**src/rtl/can_error_frame_ctrl.sv**
```systemverilog
`default_nettype none
// ============================================================================
// Module      : can_error_frame_ctrl
// Description : CAN error/overload frame sequencer (flag, superposition,
//               delimiter) with dominant-after-flag reporting.
// Revision    : 1.0 - initial release
// ============================================================================
module can_error_frame_ctrl #(
    parameter int FLAG_LEN  = 6,
    parameter int DELIM_LEN = 8,
    parameter int DOM_STEP  = 8
) (
    input  logic       clk,
    input  logic       rst,
    input  logic       sample_point,
    input  logic       rx_bit,
    input  logic       bit_error,
    input  logic       stuff_error,
    input  logic       crc_error,
    input  logic       form_error,
    input  logic       ack_error,
    input  logic       overload_request,
    input  logic       error_passive,
    input  logic       bus_off,
    output logic       ef_tx_bit,
    output logic       ef_tx_active,
    output logic       ef_busy,
    output logic       dominant_after_flag,
    output logic       delim_error,
    output logic       error_frame_done,
    output logic       overload_frame_done,
    output logic [2:0] state
);

    localparam int c_MAX_FD  = (FLAG_LEN > DELIM_LEN) ? FLAG_LEN : DELIM_LEN;
    localparam int c_MAX_LEN = (c_MAX_FD > DOM_STEP) ? c_MAX_FD : DOM_STEP;
    localparam int c_CW      = $clog2(c_MAX_LEN + 1);

    localparam logic [c_CW-1:0] c_FLAG_LEN  = c_CW'(FLAG_LEN);
    localparam logic [c_CW-1:0] c_DELIM_LEN = c_CW'(DELIM_LEN);
    localparam logic [c_CW-1:0] c_DOM_STEP  = c_CW'(DOM_STEP);
    localparam logic [c_CW-1:0] c_ONE       = c_CW'(1);
    localparam logic            c_KIND_ERR  = 1'b0;
    localparam logic            c_KIND_OVL  = 1'b1;

    typedef enum logic [2:0] {
        S_IDLE     = 3'd0,
        S_ERR_FLAG = 3'd1,
        S_OVL_FLAG = 3'd2,
        S_WAIT_REC = 3'd3,
        S_DELIM    = 3'd4,
        S_BUS_OFF  = 3'd5
    } state_t;

    state_t            r_state, w_state_nxt;
    logic [c_CW-1:0]   r_bit_cnt, w_bit_cnt_nxt;
    logic [c_CW-1:0]   r_dom_cnt, w_dom_cnt_nxt;
    logic              r_dom_seen, w_dom_seen_nxt;
    logic              r_kind, w_kind_nxt;
    logic              r_passive_flag, w_passive_nxt;
    logic              r_prev_rx, w_prev_rx_nxt;
    logic              r_ef_tx_bit, w_ef_tx_bit_nxt;
    logic              r_ef_tx_active, w_ef_tx_active_nxt;
    logic              r_daf, w_daf_nxt;
    logic              r_delim_err, w_delim_err_nxt;
    logic              r_err_done, w_err_done_nxt;
    logic              r_ovl_done, w_ovl_done_nxt;

    logic              w_any_err;
    logic              w_start_err;
    logic              w_ovl_abort;
    logic [c_CW-1:0]   w_bit_inc;
    logic [c_CW-1:0]   w_dom_inc;

    assign w_any_err   = bit_error | stuff_error | crc_error | form_error | ack_error;
    assign w_ovl_abort = w_any_err && (r_kind == c_KIND_OVL);
    assign w_bit_inc   = r_bit_cnt + c_ONE;
    assign w_dom_inc   = r_dom_cnt + c_ONE;

    always_ff @(posedge clk or posedge rst) begin
        if (rst) begin
            r_state        <= S_IDLE;
            r_bit_cnt      <= '0;
            r_dom_cnt      <= '0;
            r_dom_seen     <= 1'b0;
            r_kind         <= c_KIND_ERR;
            r_passive_flag <= 1'b0;
            r_prev_rx      <= 1'b1;
            r_ef_tx_bit    <= 1'b1;
            r_ef_tx_active <= 1'b0;
            r_daf          <= 1'b0;
            r_delim_err    <= 1'b0;
            r_err_done     <= 1'b0;
            r_ovl_done     <= 1'b0;
        end else begin
            r_state        <= w_state_nxt;
            r_bit_cnt      <= w_bit_cnt_nxt;
            r_dom_cnt      <= w_dom_cnt_nxt;
            r_dom_seen     <= w_dom_seen_nxt;
            r_kind         <= w_kind_nxt;
            r_passive_flag <= w_passive_nxt;
            r_prev_rx      <= w_prev_rx_nxt;
            r_ef_tx_bit    <= w_ef_tx_bit_nxt;
            r_ef_tx_active <= w_ef_tx_active_nxt;
            r_daf          <= w_daf_nxt;
            r_delim_err    <= w_delim_err_nxt;
            r_err_done     <= w_err_done_nxt;
            r_ovl_done     <= w_ovl_done_nxt;
        end
    end

    always_comb begin
        w_state_nxt     = r_state;
        w_bit_cnt_nxt   = r_bit_cnt;
        w_dom_cnt_nxt   = r_dom_cnt;
        w_dom_seen_nxt  = r_dom_seen;
        w_kind_nxt      = r_kind;
        w_passive_nxt   = r_passive_flag;
        w_prev_rx_nxt   = r_prev_rx;
        w_daf_nxt       = 1'b0;
        w_delim_err_nxt = 1'b0;
        w_err_done_nxt  = 1'b0;
        w_ovl_done_nxt  = 1'b0;
        w_start_err     = 1'b0;

        if (bus_off) begin
            w_state_nxt    = S_BUS_OFF;
            w_bit_cnt_nxt  = '0;
            w_dom_cnt_nxt  = '0;
            w_dom_seen_nxt = 1'b0;
        end else begin
            case (r_state)
                S_IDLE: begin
                    if (w_any_err) begin
                        w_start_err = 1'b1;
                    end else if (overload_request) begin
                        w_state_nxt    = S_OVL_FLAG;
                        w_kind_nxt     = c_KIND_OVL;
                        w_bit_cnt_nxt  = '0;
                        w_dom_cnt_nxt  = '0;
                        w_dom_seen_nxt = 1'b0;
                    end
                end
                S_ERR_FLAG: begin
                    if (sample_point) begin
                        // A passive flag ends only after FLAG_LEN equal bits seen on the bus
                        if (r_passive_flag) begin
                            if ((r_bit_cnt == '0) || (rx_bit != r_prev_rx)) begin
                                w_bit_cnt_nxt = c_ONE;
                            end else begin
                                w_bit_cnt_nxt = w_bit_inc;
                            end
                            w_prev_rx_nxt = rx_bit;
                        end else begin
                            w_bit_cnt_nxt = w_bit_inc;
                        end
                        if (w_bit_cnt_nxt == c_FLAG_LEN) begin
                            w_state_nxt = S_WAIT_REC;
                        end
                    end
                end
                S_OVL_FLAG: begin
                    if (w_any_err) begin
                        w_start_err = 1'b1;
                    end else if (sample_point) begin
                        w_bit_cnt_nxt = w_bit_inc;
                        if (w_bit_inc == c_FLAG_LEN) begin
                            w_state_nxt = S_WAIT_REC;
                        end
                    end
                end
                S_WAIT_REC: begin
                    if (w_ovl_abort) begin
                        w_start_err = 1'b1;
                    end else if (sample_point) begin
                        if (!rx_bit) begin
                            if ((r_kind == c_KIND_ERR) && !r_dom_seen) begin
                                w_daf_nxt      = 1'b1;
                                w_dom_seen_nxt = 1'b1;
                                w_dom_cnt_nxt  = '0;
                            end else if (r_dom_seen) begin
                                if (w_dom_inc == c_DOM_STEP) begin
                                    w_daf_nxt     = 1'b1;
                                    w_dom_cnt_nxt = '0;
                                end else begin
                                    w_dom_cnt_nxt = w_dom_inc;
                                end
                            end
                        end else begin
                            // The first recessive bit already counts as delimiter bit one
                            w_state_nxt   = S_DELIM;
                            w_bit_cnt_nxt = c_ONE;
                        end
                    end
                end
                S_DELIM: begin
                    if (w_ovl_abort) begin
                        w_start_err = 1'b1;
                    end else if (sample_point) begin
                        if (rx_bit) begin
                            w_bit_cnt_nxt = w_bit_inc;
                            if (w_bit_inc == c_DELIM_LEN) begin
                                w_err_done_nxt = (r_kind == c_KIND_ERR);
                                w_ovl_done_nxt = (r_kind == c_KIND_OVL);
                                w_state_nxt    = S_IDLE;
                                w_bit_cnt_nxt  = '0;
                            end
                        end else begin
                            w_delim_err_nxt = 1'b1;
                            w_start_err     = 1'b1;
                        end
                    end
                end
                S_BUS_OFF: begin
                    w_state_nxt = S_IDLE;
                end
                default: begin
                    w_state_nxt = S_IDLE;
                end
            endcase

            if (w_start_err) begin
                w_state_nxt    = S_ERR_FLAG;
                w_kind_nxt     = c_KIND_ERR;
                w_passive_nxt  = error_passive;
                w_bit_cnt_nxt  = '0;
                w_dom_cnt_nxt  = '0;
                w_dom_seen_nxt = 1'b0;
            end
        end

        w_ef_tx_active_nxt = (w_state_nxt == S_ERR_FLAG) || (w_state_nxt == S_OVL_FLAG) ||
                             (w_state_nxt == S_WAIT_REC) || (w_state_nxt == S_DELIM);
        w_ef_tx_bit_nxt    = !(((w_state_nxt == S_ERR_FLAG) && !w_passive_nxt) ||
                               (w_state_nxt == S_OVL_FLAG));
    end

    assign state               = r_state;
    assign ef_tx_bit           = r_ef_tx_bit;
    assign ef_tx_active        = r_ef_tx_active;
    assign ef_busy             = r_ef_tx_active;
    assign dominant_after_flag = r_daf;
    assign delim_error         = r_delim_err;
    assign error_frame_done    = r_err_done;
    assign overload_frame_done = r_ovl_done;

endmodule
`default_nettype wire

```
**config.mk**
```make
export PLATFORM = sky130hd
export DESIGN_NAME = can_error_frame_ctrl
export DESIGN_NICKNAME = d
export VERILOG_FILES = /design/src/rtl/can_error_frame_ctrl.sv
export SDC_FILE = /design/constraint.sdc
export NUM_CORES = 1
export LEC_CHECK = 0
export ABC_AREA = 1
export CORE_MARGIN = 4
export CORE_UTILIZATION = 47
export DETAILED_ROUTE_END_ITERATION = 10
export GPL_TIMING_DRIVEN = 1
export HOLD_SLACK_MARGIN = 0.08
export MAX_ROUTING_LAYER = met4
export PLACE_DENSITY = 0.75
export SYNTH_ARGS = -nofsm -noshare
export SYNTH_HDL_FRONTEND = slang
export SYNTH_SLANG_ARGS = --single-unit
```
**constraint.sdc**
```tcl
create_clock -name clk -period 2.04 [get_ports clk]
set_clock_uncertainty 0.15 [all_clocks]
set_input_delay 0.51 -clock clk [delete_from_list [all_inputs] [get_ports clk]]
set_output_delay 0.51 -clock clk [all_outputs]
set_load 0.02 [all_outputs]
```
Yosys cells after proc, flatten, opt, wreduce, memory -nomap -nowiden
Index checks and enable logic that the tools add are counted.
- input port bits: 12
- logic and storage cells: 163
- flip-flop bits (word level): 21
- output and inout port bits: 10
- equality and inequality tests: 28
- reduce and logical (&&, ||, !) cells: 23
- $add $sub $neg: 2
- muxes and demuxes: 91
- bitwise operators: 6
- operators by type and width (kind ; count):
    4-bit 2-to-1 mux ; 27
    4-bit inequality test (second input constant) ; 13
    3-bit 2-to-1 mux ; 16
    1-bit 2-to-1 mux ; 43
    4-bit case mux with 5 select lines ; 1
    3-bit case mux with 5 select lines ; 1
    7-bit AND reduction ; 2
    3-bit by 2-bit equality test with 1-bit output (second input constant) ; 4
    12-bit AND reduction ; 1
    4-bit by 1-bit adder with 4-bit output (second input constant) ; 2
    4-bit by 3-bit equality test with 1-bit output (second input constant) ; 2
    4-bit equality test (second input constant) ; 2
    4-bit case mux with 2 select lines ; 1
    4-bit AND reduction ; 2
    7-bit nonzero test ; 1
    3-bit by 1-bit equality test with 1-bit output (second input constant) ; 2
    3-bit equality test (second input constant) ; 2
    1-bit logical OR ; 5
    5-bit inequality test (second input constant) ; 1
    4-bit zero test ; 1
    1-bit bitwise OR ; 4
    2-bit nonzero test ; 2
    4-bit nonzero test ; 1
    1-bit logical AND ; 3
    other kinds (8) ; 11

Longest topological paths before layout
- depth after elaboration: 17
- mapped depth: 12

Worst setup path after synthesis
No wires, ideal clock.
- path type: input to register
- start: input port crc_error
- end: register r_dom_cnt[0]
- data required time: 1.773 ns
- data arrival time: 1.476 ns
- buffers on the path: 0
- slack: 0.297 ns
- library setup time: 0.117 ns
- cell stages on the path: 8
- path through: nor2_2 -> nand3_2 -> a21oi_4 -> nand4_2 -> nor2_4 -> nor2_4 -> nand3_1 -> nand2_1
- word-level cells in the longest chain between the ends: 9
- ends and longest elaborated chain (element ; line ; text):
    from (decl) ; 19 ; input logic crc_error,
    1-bit bitwise OR (*) (3 in series) ; 75 ; assign w_any_err = bit_error | stuff_error | crc_error | form_error | ack_error;
    1-bit logical AND ; 76 ; assign w_ovl_abort = w_any_err && (r_kind == c_KIND_OVL);
    1-bit 2-to-1 mux (on tied branches) ; 197, 173 ;
    1-bit case mux with 3 select lines ; 132 ; case (r_state)
    1-bit 2-to-1 mux ; 126 ; if (bus_off) begin
    5-bit inequality test (no source line) (tied with other cells) ; n/a ;
    7-bit AND reduction (no source line) / 4-bit 2-to-1 mux (equally long branches) ; n/a ;
    to (signal assigned) ; 98 ; r_dom_cnt <= w_dom_cnt_nxt;
    to (decl) ; 57 ; logic [c_CW-1:0] r_dom_cnt, w_dom_cnt_nxt;
Every way passes the cells marked *; elsewhere a longest branch is shown, timed or not. The select of a mux whose other input is x is not followed.
A chain may end at the register's enable or synchronous reset.

Final worst setup path
- start: input port ack_error
- end: register r_dom_cnt[1]
- word-level cells in the longest chain between the ends: 7
- ends and longest elaborated chain (element ; line ; text):
    from (decl) ; 21 ; input logic ack_error,
    1-bit bitwise OR (*) ; 75 ;
    1-bit logical AND ; 76 ;
    1-bit 2-to-1 mux (on tied branches) ; 197, 173 ;
    1-bit case mux with 3 select lines ; 132 ;
    1-bit 2-to-1 mux ; 126 ;
    5-bit inequality test (no source line) (tied with other cells) ; n/a ;
    7-bit AND reduction (no source line) / 4-bit 2-to-1 mux (equally long branches) ; n/a ;
Marks and branches as above.

==> flow_metrics.tcl <==
set metrics [dict create \
    crit_slowest_cell "clkdlybuf4s50_1" \
    dpl.cell_count 296 \
    fp-row-count 20 \
    clock_latency_ns 0.31 \
    initial_utilization 0.490 \
    layout_setup_ws_ns 0.0612 \
    grt_pass1_vias 1421 \
    hpwlAfterDp_um 2850 \
    worstMarginPinSlew_ns 0.278 \
    min_path_type "primary input to asynchronous set/reset pin" \
    layout.nets 275 \
    vias_per_cell 4.79 \
    cts_max_path_buffers 2 \
    ys.flop_type "dfrtp_1" \
    grt_usage 0.200 \
    cts_tree "built" \
    grt_pass1_wl_um 6400 \
    drt_wl_total_um 3610 \
    p_int_uw 695 \
    status "finished, final reports clean" \
    power_switching_uw 379 \
    antenna_cells 0 \
    power.total_uw 1070 \
    timing_hold_violations_final 0 \
    max_cap_viol_count 0 \
    grt_util_met3 0.0264 \
    post-place-ws_ns -0.298 \
    vias 1447 \
    clk_pin_slew_ns 0.12 \
    pwr-share-comb 0.346 \
    yosysSeqAreaShare 0.356 \
    finalCritPeriodShare 0.970 \
    rsz0062_at_grt "false" \
    nFillCells 284 \
    ios 22 \
    synth-edff-count 0 \
    cts-hold-fix-buffers 0 \
    syn_area_mm2 0.00149 \
    ys_ff_latch 21 \
    ys_types 28 \
    grt_max_degree 22 \
    port_buffers 21 \
    drc 0 \
    busiest_layer "met2" \
    drive_gt1_frac 0.221 \
    async_flop_share 1.00 \
    p_leak_uw 0.00106 \
    p_sw_frac 0.353 \
    cts_root_buf "clkbuf_4" \
    maxSlewViolCount 0 \
    postRouteAntennaNets 0 \
    final_common_cell "nand2_1" \
    cts_sinks 21 \
    stdcell_area_mm2 0.00200 \
    cp-start-kind "primary input" \
    ir_drop_mv 0.361 \
    antenna_found_initial 0 \
    slew_headroom 0.814 \
    crit_family "simple AND/OR/NAND/NOR gates" \
    die_w_um 64.2 \
    clkPwrFrac 0.194 \
    grt_overflow 0 \
    cts_buffers 3 \
    met1_usage 0.267 \
    grtUsageMet2 0.324 \
    placed_cell_area_mm2 0.00191 \
    gp_congestion 0.884 \
    wl_per_cell_um 11.9 \
    cp.required_ns 2.10 \
    syn_inst 210 \
    drt_iter0_markers 98 \
    cp_cell_sequence "clkdlybuf4s50_1 -> inv_1 -> nand3_4 -> buf_4 -> nand3_4 -> nand3_2 -> nor2_2 -> nor2_4 -> nand2_4 -> nand2_1 -> nand2_1" \
    syn_to_final_growth_pct 34.6 \
    max_stage_delay_ns 0.47 \
    drt_pass1_iterations 4 \
    pwr-share-seq 0.460 \
    power.density_mw_per_mm2 537 \
    die_h_um 64.2 \
    syn-mean-instance-area_um2 7.07 \
    core_area_mm2 0.00303 \
    fmax_mhz 505 \
    ys_warn_count 0 \
    path_class "primary input to flop" \
    cp_max_fo 7 \
    syn_nets 226 \
    fin_crit_ns 1.98 \
    dieArea_mm2 0.00412 \
    final_cell_mix "62 x nand2_1, 28 x inv_1, 24 x buf_4" \
    cp_num_buf_inv 3 \
    endpoint_kind "flop" \
    setup_viol 0 \
    cts_max_level 1 \
    stdcell_count 302 \
    cp.arrival_ns 2.04 \
]
[final cells by class]
class / count / area [µm²] / area share
repair buffers: 45 / 402 / 0.201
clock buffers: 4 / 26.3 / 0.0131
inverters: 31 / 119 / 0.0594
flip-flops and latches: 21 / 528 / 0.264
well taps: 44 / 55.1 / 0.0275
multi-input cells: 157 / 870 / 0.435
[cells by family (layout without fill, tap and decap cells)]
group,Yosys count,count (layout),share of synthesized area
compound gates,19,19,0.0758
xor+xnor,2,2,0.0118
fa+ha+maj,4,4,0.0337
flops,21,21,0.356
buf+inv,32,80,0.0834
simple gates,132,132,0.440
[registers in the layout, summed over array words and instances, names as in the netlist]
| name | flops |
|---|---|
| r_bit_cnt | 4 |
| r_dom_cnt | 4 |
| state | 3 |
| delim_error | 1 |
| dominant_after_flag | 1 |
| ef_busy | 1 |
| ef_tx_bit | 1 |
| error_frame_done | 1 |
| overload_frame_done | 1 |
| r_dom_seen | 1 |
| r_kind | 1 |
| r_passive_flag | 1 |
| r_prev_rx | 1 |
[power by group through the flow]
stage	sequential [µW]	combinational [µW]	clock [µW]
finish	494	372	208
global route	502	414	236
CTS	492	364	215
detailed placement	501	367	0
global placement	502	363	0
floorplan	515	205	0
[worst reg2reg max path: stages, from the launching register on]
cell	delay [ns]
dfrtp_1	0.45
nor2_2	0.20
nand2_2	0.13
nand2_2	0.11
nand3_4	0.13
nand3_2	0.15
nor2_2	0.07
nor2_4	0.20
nand2_4	0.08
nand2_1	0.06
nand2_1	0.05
[synthesized netlist by cell type, types with 2 or more instances]
master,instances,share of area
o21ai_0,5,0.017
nand3_4,2,0.024
dfrtp_1,19,0.32
nand4_1,6,0.025
dfstp_2,2,0.035
nand3_2,2,0.013
inv_1,28,0.071
inv_2,2,0.0051
nand3_1,18,0.061
nor2_4,4,0.030
nand2_1,62,0.16
a21oi_1,6,0.020
nor3_1,3,0.010
nor4_1,2,0.0084
nor2_1,21,0.053
o21ai_1,5,0.017
xnor2_1,2,0.012
nor2_2,5,0.021
ha_1,4,0.034
nand2_2,4,0.017
[worst paths after layout]
path	end	cells after the start	from	slack [ns]
max	r_dom_cnt[1]	11	ack_error	0.06
min	r_dom_seen	3	rst	0.36
max reg2reg	r_dom_cnt[1]	10	state[0]	0.16
min reg2reg	r_prev_rx	2	r_prev_rx	0.36
max in group asynchronous	r_prev_rx	3	rst	1.10
min in group clk	r_prev_rx	2	r_prev_rx	0.36
[metal layers]
metal	up-vias	wire, µm
met1	636	1690
li1	772	-
met4	0	20
met5	-	0
met3	4	147
met2	35	1740
[stage by stage]
stage | utilization | setup TNS [ns] | hold slack, ns
5_1_grt | 0.660 | 0 | 0.372
3_3_place_gp | 0.630 | -3.32 | 0.333
4_1_cts | 0.638 | 0 | 0.359
2_1_floorplan | - | 0 | 0.311
3_5_place_dp | 0.630 | -3.73 | 0.333
6_report | 0.660 | 0 | 0.358
[what timing repair did]
item | in CTS | in global routing
setup endpoints to repair | 3 | 11
resized for setup | 3 | 14
buffers inserted | 0 | 2
pin swaps | 0 | 9
Power figures use the tool's default switching activity.
